===== src/rtl/fetch_pkg.sv =====
// Shared definitions for the instruction-fetch stage.
//   fetch_state_t : fetch FSM states (FETCH issue/wait, HOLD skid full, DRAIN discard)
//   NOP_INSTR     : bubble encoding (MOV R0,R0)
//   PC_STEP       : sequential PC increment
//   PC_PLUS8      : ARM pipeline PC offset reported with each instruction
//   word_align    : clears the byte-offset bits of an address
package fetch_pkg;

    typedef enum logic [1:0] {
        FETCH = 2'd0,
        HOLD  = 2'd1,
        DRAIN = 2'd2
    } fetch_state_t;

    localparam logic [31:0] NOP_INSTR = 32'hE1A0_0000;
    localparam logic [31:0] PC_STEP   = 32'd4;
    localparam logic [31:0] PC_PLUS8  = 32'd8;

    function automatic logic [31:0] word_align(input logic [31:0] addr);
        return {addr[31:2], 2'b00};
    endfunction

endpackage


===== src/rtl/fetch_stage_if.sv =====
// Instruction-memory port of the fetch stage.
//   ImemReq   : request valid (fetch side)
//   ImemAddr  : word address, held while ImemReq=1 and ImemReady=0
//   ImemReady : memory accepts the request; ImemRdata valid in the same cycle
//   ImemRdata : fetched instruction word
// master = fetch stage, slave = instruction memory.
interface fetch_stage_if;

    logic        ImemReq;
    logic [31:0] ImemAddr;
    logic        ImemReady;
    logic [31:0] ImemRdata;

    modport master (
        output ImemReq,
        output ImemAddr,
        input  ImemReady,
        input  ImemRdata
    );

    modport slave (
        input  ImemReq,
        input  ImemAddr,
        output ImemReady,
        output ImemRdata
    );

endinterface


===== src/rtl/fetch_decode_reg.sv =====
// Fetch/decode pipeline register.
//   clk, rst      : clock, synchronous active-high reset (loads a bubble)
//   stall         : hold current contents
//   flush         : load a bubble (beats stall)
//   load          : capture instr_in / pc_plus8_in as a valid instruction
//   instr_in      : instruction word to capture
//   pc_plus8_in   : PC of that instruction plus 8
//   instr, pc_plus8, valid : registered outputs to decode
// Without load the register takes a bubble, so wait states and discarded
// responses never leave a stale instruction marked valid.
module fetch_decode_reg
    import fetch_pkg::*;
(
    input  logic        clk,
    input  logic        rst,
    input  logic        stall,
    input  logic        flush,
    input  logic        load,
    input  logic [31:0] instr_in,
    input  logic [31:0] pc_plus8_in,
    output logic [31:0] instr,
    output logic [31:0] pc_plus8,
    output logic        valid
);

    logic [31:0] instr_r;
    logic [31:0] pc_plus8_r;
    logic        valid_r;

    // F/D update: reset, flush, stall, load, bubble in falling priority
    always_ff @(posedge clk) begin
        if (rst || flush) begin
            instr_r    <= NOP_INSTR;
            pc_plus8_r <= 32'h0000_0000;
            valid_r    <= 1'b0;
        end else if (stall) begin
            instr_r    <= instr_r;
            pc_plus8_r <= pc_plus8_r;
            valid_r    <= valid_r;
        end else if (load) begin
            instr_r    <= instr_in;
            pc_plus8_r <= pc_plus8_in;
            valid_r    <= 1'b1;
        end else begin
            instr_r    <= NOP_INSTR;
            pc_plus8_r <= 32'h0000_0000;
            valid_r    <= 1'b0;
        end
    end

    assign instr    = instr_r;
    assign pc_plus8 = pc_plus8_r;
    assign valid    = valid_r;

endmodule


===== src/rtl/fetch_stage.sv =====
// Instruction-fetch stage: PC, instruction-memory requests, skid buffer for
// responses that arrive while decode is stalled, redirect handling and the
// F/D pipeline register.
//   Clk, Rst        : clock, synchronous active-high reset
//   StallF, FlushD  : hazard-unit stall / bubble requests
//   BranchTakenE/BranchTargetE : execute-stage redirect
//   PCSrcW/ResultW  : writeback R15 redirect (wins over execute)
//   imem            : instruction-memory port (master side)
//   InstrD, PCPlus8D, ValidD : F/D register outputs to decode
module fetch_stage
    import fetch_pkg::*;
#(
    parameter logic [31:0] RESET_VECTOR = 32'h0000_0000
) (
    input  logic                 Clk,
    input  logic                 Rst,
    input  logic                 StallF,
    input  logic                 FlushD,
    input  logic                 BranchTakenE,
    input  logic [31:0]          BranchTargetE,
    input  logic                 PCSrcW,
    input  logic [31:0]          ResultW,
    fetch_stage_if.master        imem,
    output logic [31:0]          InstrD,
    output logic [31:0]          PCPlus8D,
    output logic                 ValidD
);

    fetch_state_t state_r, state_next_s;
    logic [31:0]  pc_r, pc_next_s;
    logic [31:0]  skid_r, skid_next_s;
    logic [31:0]  target_r, target_next_s;
    logic         redirect_s;
    logic [31:0]  redirect_target_s;
    logic         load_s;
    logic [31:0]  load_instr_s;
    logic [31:0]  pc_plus8_s;

    // Redirect source select: writeback R15 write overrides an execute branch
    always_comb begin
        redirect_s = PCSrcW | BranchTakenE;
        if (PCSrcW) begin
            redirect_target_s = word_align(ResultW);
        end else begin
            redirect_target_s = word_align(BranchTargetE);
        end
    end

    // Next-state, next-PC, skid/target capture and F/D load decision
    always_comb begin
        state_next_s  = state_r;
        pc_next_s     = pc_r;
        skid_next_s   = skid_r;
        target_next_s = target_r;
        load_s        = 1'b0;
        load_instr_s  = imem.ImemRdata;
        case (state_r)
            FETCH: begin
                if (redirect_s) begin
                    // A response accepted now belongs to the wrong path
                    if (imem.ImemReady) begin
                        pc_next_s = redirect_target_s;
                    end else begin
                        // Request still outstanding: keep address, finish it later
                        target_next_s = redirect_target_s;
                        state_next_s  = DRAIN;
                    end
                end else if (imem.ImemReady) begin
                    if (StallF) begin
                        skid_next_s  = imem.ImemRdata;
                        state_next_s = HOLD;
                    end else begin
                        load_s    = 1'b1;
                        pc_next_s = pc_r + PC_STEP;
                    end
                end else begin
                    state_next_s = FETCH;
                end
            end
            HOLD: begin
                if (redirect_s) begin
                    pc_next_s    = redirect_target_s;
                    state_next_s = FETCH;
                end else if (!StallF) begin
                    load_s       = 1'b1;
                    load_instr_s = skid_r;
                    pc_next_s    = pc_r + PC_STEP;
                    state_next_s = FETCH;
                end else begin
                    state_next_s = HOLD;
                end
            end
            DRAIN: begin
                if (imem.ImemReady) begin
                    if (redirect_s) begin
                        pc_next_s = redirect_target_s;
                    end else begin
                        pc_next_s = target_r;
                    end
                    state_next_s = FETCH;
                end else if (redirect_s) begin
                    target_next_s = redirect_target_s;
                end else begin
                    target_next_s = target_r;
                end
            end
            default: begin
                state_next_s = FETCH;
            end
        endcase
    end

    // State, PC, skid and latched-target registers
    always_ff @(posedge Clk) begin
        if (Rst) begin
            state_r  <= FETCH;
            pc_r     <= word_align(RESET_VECTOR);
            skid_r   <= NOP_INSTR;
            target_r <= 32'h0000_0000;
        end else begin
            state_r  <= state_next_s;
            pc_r     <= pc_next_s;
            skid_r   <= skid_next_s;
            target_r <= target_next_s;
        end
    end

    assign pc_plus8_s = pc_r + PC_PLUS8;

    // PC is only changed once its request completes, so it is also the
    // outstanding address in DRAIN and stays stable across wait states.
    assign imem.ImemReq  = (state_r != HOLD) && !Rst;
    assign imem.ImemAddr = word_align(pc_r);

    fetch_decode_reg u_fd_reg (
        .clk         (Clk),
        .rst         (Rst),
        .stall       (StallF),
        .flush       (FlushD),
        .load        (load_s),
        .instr_in    (load_instr_s),
        .pc_plus8_in (pc_plus8_s),
        .instr       (InstrD),
        .pc_plus8    (PCPlus8D),
        .valid       (ValidD)
    );

endmodule


===== src/flat_wrapper.sv =====
// flat-port wrapper written by rule: the top's interface ports become plain ports
module fetch_stage_flat import fetch_pkg::*;
#(
    parameter logic [31:0] RESET_VECTOR = 32'h0000_0000
)
  (Clk, Rst, StallF, FlushD, BranchTakenE, BranchTargetE, PCSrcW, ResultW, InstrD, PCPlus8D, ValidD, imem_ImemReq, imem_ImemAddr, imem_ImemReady, imem_ImemRdata);
  fetch_stage_if imem_i ();
  input  logic Clk;
  input  logic Rst;
  input  logic StallF;
  input  logic FlushD;
  input  logic BranchTakenE;
  input  logic [31:0] BranchTargetE;
  input  logic PCSrcW;
  input  logic [31:0] ResultW;
  output logic [31:0] InstrD;
  output logic [31:0] PCPlus8D;
  output logic ValidD;
  output wire logic [$bits(imem_i.ImemReq)-1:0] imem_ImemReq;
  output wire logic [$bits(imem_i.ImemAddr)-1:0] imem_ImemAddr;
  input wire logic [$bits(imem_i.ImemReady)-1:0] imem_ImemReady;
  input wire logic [$bits(imem_i.ImemRdata)-1:0] imem_ImemRdata;
  assign imem_ImemReq = imem_i.ImemReq;
  assign imem_ImemAddr = imem_i.ImemAddr;
  assign imem_i.ImemReady = imem_ImemReady;
  assign imem_i.ImemRdata = imem_ImemRdata;
  fetch_stage #(.RESET_VECTOR(RESET_VECTOR)) u_core (.Clk(Clk), .Rst(Rst), .StallF(StallF), .FlushD(FlushD), .BranchTakenE(BranchTakenE), .BranchTargetE(BranchTargetE), .PCSrcW(PCSrcW), .ResultW(ResultW), .imem(imem_i), .InstrD(InstrD), .PCPlus8D(PCPlus8D), .ValidD(ValidD));
endmodule

===== config.mk =====
export PLATFORM = sky130hd
export DESIGN_NAME = fetch_stage_flat
export DESIGN_NICKNAME = d
export VERILOG_FILES = /design/src/rtl/fetch_pkg.sv /design/src/rtl/fetch_stage_if.sv /design/src/rtl/fetch_decode_reg.sv /design/src/rtl/fetch_stage.sv /design/src/flat_wrapper.sv
export SDC_FILE = /design/constraint.sdc
export NUM_CORES = 1
export LEC_CHECK = 0
export CAP_MARGIN = 10
export CORE_ASPECT_RATIO = 1.2
export CORE_UTILIZATION = 50
export DETAILED_ROUTE_END_ITERATION = 6
export PLACE_DENSITY = 0.85
export SYNTH_ARGS = -nofsm -noshare
export SYNTH_HDL_FRONTEND = slang
export SYNTH_SLANG_ARGS = --single-unit

===== constraint.sdc =====
create_clock -name Clk -period 2.55 [get_ports Clk]
set_clock_uncertainty 0.05 [all_clocks]
set_input_delay 0.255 -clock Clk [delete_from_list [all_inputs] [get_ports Clk]]
set_output_delay 0.255 -clock Clk [all_outputs]
set_load 0.005 [all_outputs]

After elaboration in Yosys (flattened, before gate mapping):

Index checks and enable logic that the tools add are counted.

* input bits: 103
* bits in registers: 163

* bitwise operators: 2
* eq/ne operators: 10
* muxes and demuxes: 31
* $add $sub $neg: 2
* reductions and logical operators: 10

Operators by type and width (count)
* 32-bit 2-to-1 mux: 15
* 32-bit case mux with 3 select lines: 1
* 32-bit case mux with 2 select lines: 1
* 32-bit by 3-bit adder with 32-bit output (second input constant): 1
* 32-bit by 4-bit adder with 32-bit output (second input constant): 1
* 2-bit 2-to-1 mux: 6
* 2-bit != test (second input constant): 4
* 4-bit AND reduction: 2
* 1-bit 2-to-1 mux: 6
* 3-bit != test (second input constant): 2
* 2-bit case mux with 3 select lines: 1
* 3-bit AND reduction: 2
* 2-bit by 1-bit != test with 1-bit output (second input constant): 2
* 3-bit nonzero test: 1
* 2-bit by 1-bit equality test with 1-bit output (second input constant): 1
* 2-bit equality test (second input constant): 1
* 2-bit logical NOT: 1
* 1-bit case mux with 2 select lines: 1
* 2-bit nonzero test: 1
* 1-bit logical AND: 1
* 1-bit logical NOT: 1
* 1-bit logical OR: 1
* 1-bit NOT: 1
* 1-bit OR: 1

Logic depth before layout (Yosys ltp):

Gate-level depths: netlist of the first run.

* depth in word-level cells: 5
* depth in mapped cells: 8

Modules after synthesis:

A second synthesis of the first run with hierarchy kept.

* cell total of the unflattened synthesis: 1055
* area total of the unflattened synthesis: 8672.1 µm²

Modules (own cells, without submodules)
* fetch_stage: sequential area each 1961.9 µm², area each 6108.4 µm², instances 1, cells an instance 766
* fetch_decode_reg: sequential area each 1301.2 µm², area each 2563.7 µm², instances 1, cells an instance 289

Worst setup path after synthesis of the first run:

No wires, ideal clock.

* path type: register -> register
* start point: register u_core.pc_r[4]
* end point: register u_core.pc_r[19]
* library setup time: 131 ps
* slack: 483 ps
* stages on the path, launching flop included: 8
* buffers on the path: 1
* arrival time: 1887 ps
* cell sequence: dfxtp_1 > ha_1 > nand3_2 > or4_1 > buf_2 > nor2_1 > mux2i_1 > o22ai_1

* cells in the longest elaborated chain, start to end: 5
* elaborated cells on any way between the ends: 6
* those cells by class: add/sub (1); mux (5)

Ends and longest elaborated chain
* start: declaration: RTL line fetch_stage.sv:30 `logic [31:0] pc_r, pc_next_s;`
* start signal: assignment: RTL line fetch_stage.sv:117 `pc_r <= word_align(RESET_VECTOR);`
* start signal: assignment: RTL line fetch_stage.sv:122 `pc_r <= pc_next_s;`
* 32-bit by 3-bit adder with 32-bit output *: RTL line fetch_stage.sv:74, fetch_stage.sv:87
* 32-bit 2-to-1 mux *: RTL line fetch_stage.sv:69, fetch_stage.sv:84
* 32-bit 2-to-1 mux: RTL line fetch_stage.sv:68 `end else if (imem.ImemReady) begin`
* 32-bit 2-to-1 mux: RTL line fetch_stage.sv:59 `if (redirect_s) begin`
* 32-bit case mux with 3 select lines *: RTL line fetch_stage.sv:57 `case (state_r)`

Mark *: on every way between the ends. The rest lies on a longest branch, timed or not. The select of a mux whose other input is x is not followed.
A chain may end at the register's enable or synchronous reset.

Worst setup path in the final report of the first run:

* start point: register u_core.pc_r[7]
* end point: register u_core.pc_r[23]

The elaborated chain is that of the path after synthesis.

==> impl_metrics.json, run 1 <==
{
  "status": "finished, final reports clean",
  "numPortBuffers": 194,
  "diodes": 0,
  "postCtsSetupRepairBufs": 0,
  "synth_edf_count": 0,
  "finalCritPeriodShare_pct": 88.4,
  "clock_path_buffers": 2,
  "finalSetupViolCount": 0,
  "grt_max_degree": 63,
  "relSlewSlack_pct": 56.4,
  "clock_latency_ns": 0.43,
  "cpPeakStageDelay_ns": 0.56,
  "drv_cap": 0,
  "cts_made_buffers": 17,
  "crit_chain": "nand4_4 > or4_1 > nor3_1 > a32o_1 > a221oi_1",
  "vdd_drop_max_uv": 462,
  "fill_cells": 1204,
  "worst_slew_pin_slew_ns": 0.654,
  "synth-seq-area-share_pct": 39.8,
  "dp_hpwl_mm": 17.0,
  "clock.fmax_mhz": 444,
  "syn_area_per_cell_um2": 8.23,
  "dr_total_vias": 8156,
  "multiInputGateArea_um2": 4460,
  "setup_ws_ns": 0.296,
  "core_region_area_um2": 15800,
  "clock_sinks": 163,
  "maxSlewViolCount": 0,
  "cts_resized": 0,
  "ioPinCount": 201,
  "layout.nets": 1275,
  "gp_congestion": 0.923,
  "fp.dieH_um": 142,
  "initial_core_util_pct": 51.8,
  "cts_tree": "built",
  "synth_warnings": 0,
  "grt_pass1_vias": 7638,
  "endpoint_kind": "register",
  "cts_hold_buffers": 0,
  "grt_pass1_wl_mm": 38.4,
  "first_iter_violations": 733,
  "crit_slowest_cell": "dfxtp_1",
  "cp-start-kind": "register",
  "crit_required_ns": 2.77,
  "critical_path_arrival_ns": 2.48,
  "cts_max_level": 4,
  "ys_top_cells_by_count": "163 x dfxtp_1, 146 x nand2_1, 109 x nor2_1",
  "netlist_instances": 996,
  "synth_xor_area_share_pct": 3.10,
  "synth.most_common_cell": "dfxtp_1",
  "wl_per_cell_um": 17.2,
  "yosysTopAreaCellShare_pct": 39.8,
  "final-seq-area_um2": 3260,
  "synthAdderAreaFrac_pct": 0.305,
  "muxShareOfSynthArea_pct": 7.73,
  "synthesis.area_um2": 8190,
  "cts_root_buf": "clkbuf_16",
  "yosys.area.top_type": "dfxtp_1",
  "ant_nets": 0,
  "async_flop_share_pct": 0,
  "place_area_um2": 10400,
  "dp_slack_ns": 0.130,
  "area_growth_pct": 34.3,
  "synth-main-ff-cell": "dfxtp_1",
  "globalRoute.totalOverflow": 0,
  "hold_class": "in2reg",
  "tns_ns": 0,
  "drive_above_1_share_pct": 9.21,
  "synthSimpleGateAreaFrac_pct": 22.4,
  "synth_top_family_by_area": "simple AND/OR/NAND/NOR gates",
  "ys_types": 71,
  "drt_pass1_iterations": 7,
  "synth-seq-cells": 163,
  "synth_compound_area_share_pct": 20.6,
  "hold_viol": 0,
  "period_minus_slack_ns": 2.25,
  "rows": 50,
  "detail_route.vias_per_cell": 5.86,
  "final_area_um2": 11000,
  "drt_wl_total_mm": 23.9,
  "rsz0062_at_grt": "no",
  "drc_errors": 0,
  "leakage_nw": 3.92,
  "path_max_fanout": 9,
  "synth_area_leaders": "dfxtp_1 40%, nand2_1 6.7%, nor2_1 5.0%",
  "path_class": "reg2reg",
  "antenna_found_initial": 0,
  "fp.dieW_um": 119,
  "powerDensity_nw_per_um2": 562,
  "clk_pin_slew_ns": 0.07,
  "track_usage_pct": 28.4,
  "die-area_um2": 16900
}
layout make-up:
class                   count  area share, %
clock buffers              17           3.87
repair buffers            248           21.7
well taps                 208           2.37
clock inverters            15           1.44
flip-flops and latches    163           29.7
inverters                  15          0.512
multi-input cells         725           40.5
where the power goes:
group	internal, mW	switching [mW]	leakage, nW
Sequential	2.64	0.112	1.33
Combinational	0.455	0.450	2.31
Clock	1.32	1.21	0.287
Total	4.41	1.77	3.92
critical path, delay by kind of cell, from the launching register on:
family,cells,cell delay (ns)
AO/OA/AOI/OAI,2,0.32
AND/OR/NAND/NOR,3,1.16
flip-flops,1,0.56
cell families after synthesis:
logic type               count (synthesis)
AO/OA/AOI/OAI                          249
XOR/XNOR                                29
adder cells (fa/ha/maj)                  2
buffers and inverters                  109
flip-flops                             163
multiplexers                            59
other                                    1
AND/OR/NAND/NOR                        384
cells in the final DEF, fill, tap and decap left out, drive strengths merged, types with 3 or more instances in the layout:
cell / count
a211oi: 29
a21o: 3
a21oi: 59
a221oi: 14
a22oi: 40
a311oi: 10
a31oi: 9
a32oi: 3
buf: 57
clkbuf: 17
clkdlybuf4s50: 191
clkinv: 5
dfxtp: 163
inv: 24
mux2: 34
mux2i: 25
nand2: 146
nand2b: 6
nand3: 29
nand4: 19
nor2: 109
nor2b: 11
nor3: 28
nor3b: 5
nor4: 10
o211ai: 6
o21ai: 42
o22ai: 9
o311ai: 4
or2: 4
or3: 3
or4: 4
xnor2: 12
xor2: 17
state kept, by name (all words and copies together), names as in the netlist:
| name | cells |
|---|---|
| u_core.pc_r | 32 |
| u_core.skid_r | 32 |
| u_core.target_r | 32 |
| u_core.u_fd_reg.instr | 32 |
| u_core.u_fd_reg.pc_plus8 | 32 |
| u_core.state_r | 2 |
| u_core.u_fd_reg.valid | 1 |
metal layers:
layer / vias up / global-route usage, % / wire (µm)
li1: 3923 / - / -
met1: 3803 / 35.5 / 10000
met2: 376 / 47.7 / 11600
met3: 54 / 5.13 / 1580
met4: 0 / 12.7 / 685
met5: - / 0 / 0
worst paths after layout:
kind / start / slack (ns) / cells after the start / endpoint
min reg2reg: u_core.u_fd_reg.pc_plus8[21]$_SDFFE_PP0N_ / 0.40 / 2 / u_core.u_fd_reg.pc_plus8[21]$_SDFFE_PP0N_
max reg2reg: u_core.pc_r[7]$_SDFFE_PP0P_ / 0.30 / 5 / u_core.pc_r[23]$_SDFFE_PP0P_
min: Rst / 0.1 / 2 / u_core.skid_r[8]$_SDFFE_PP0P_
max: u_core.pc_r[7]$_SDFFE_PP0P_ / 0.30 / 5 / u_core.pc_r[23]$_SDFFE_PP0P_
stage by stage:
stage | total power, mW | hold slack [ns] | cells | util [%]
2_1_floorplan | 3.27 | 0.284 | 997 | -
3_3_place_gp | 3.68 | 0.383 | 1359 | 65.8
3_5_place_dp | 3.70 | 0.389 | 1359 | 65.8
4_1_cts | 6.21 | 0.0889 | 1391 | 69.5
5_1_grt | 6.43 | 0.112 | 1391 | 69.5
6_report | 6.18 | 0.0996 | 1391 | 69.5
Note: power is estimated with default switching activity, not from simulation.
==> run 2: changes to the inputs <==
--- a/config.mk
+++ b/config.mk
@@ -13,3 +13,4 @@
 export SYNTH_ARGS = -nofsm -noshare
 export SYNTH_HDL_FRONTEND = slang
 export SYNTH_SLANG_ARGS = --single-unit
+export TNS_END_PERCENT = 5
==> results of run 2 <==
The final DEF is identical to that of run 1; final timing and power are the same.
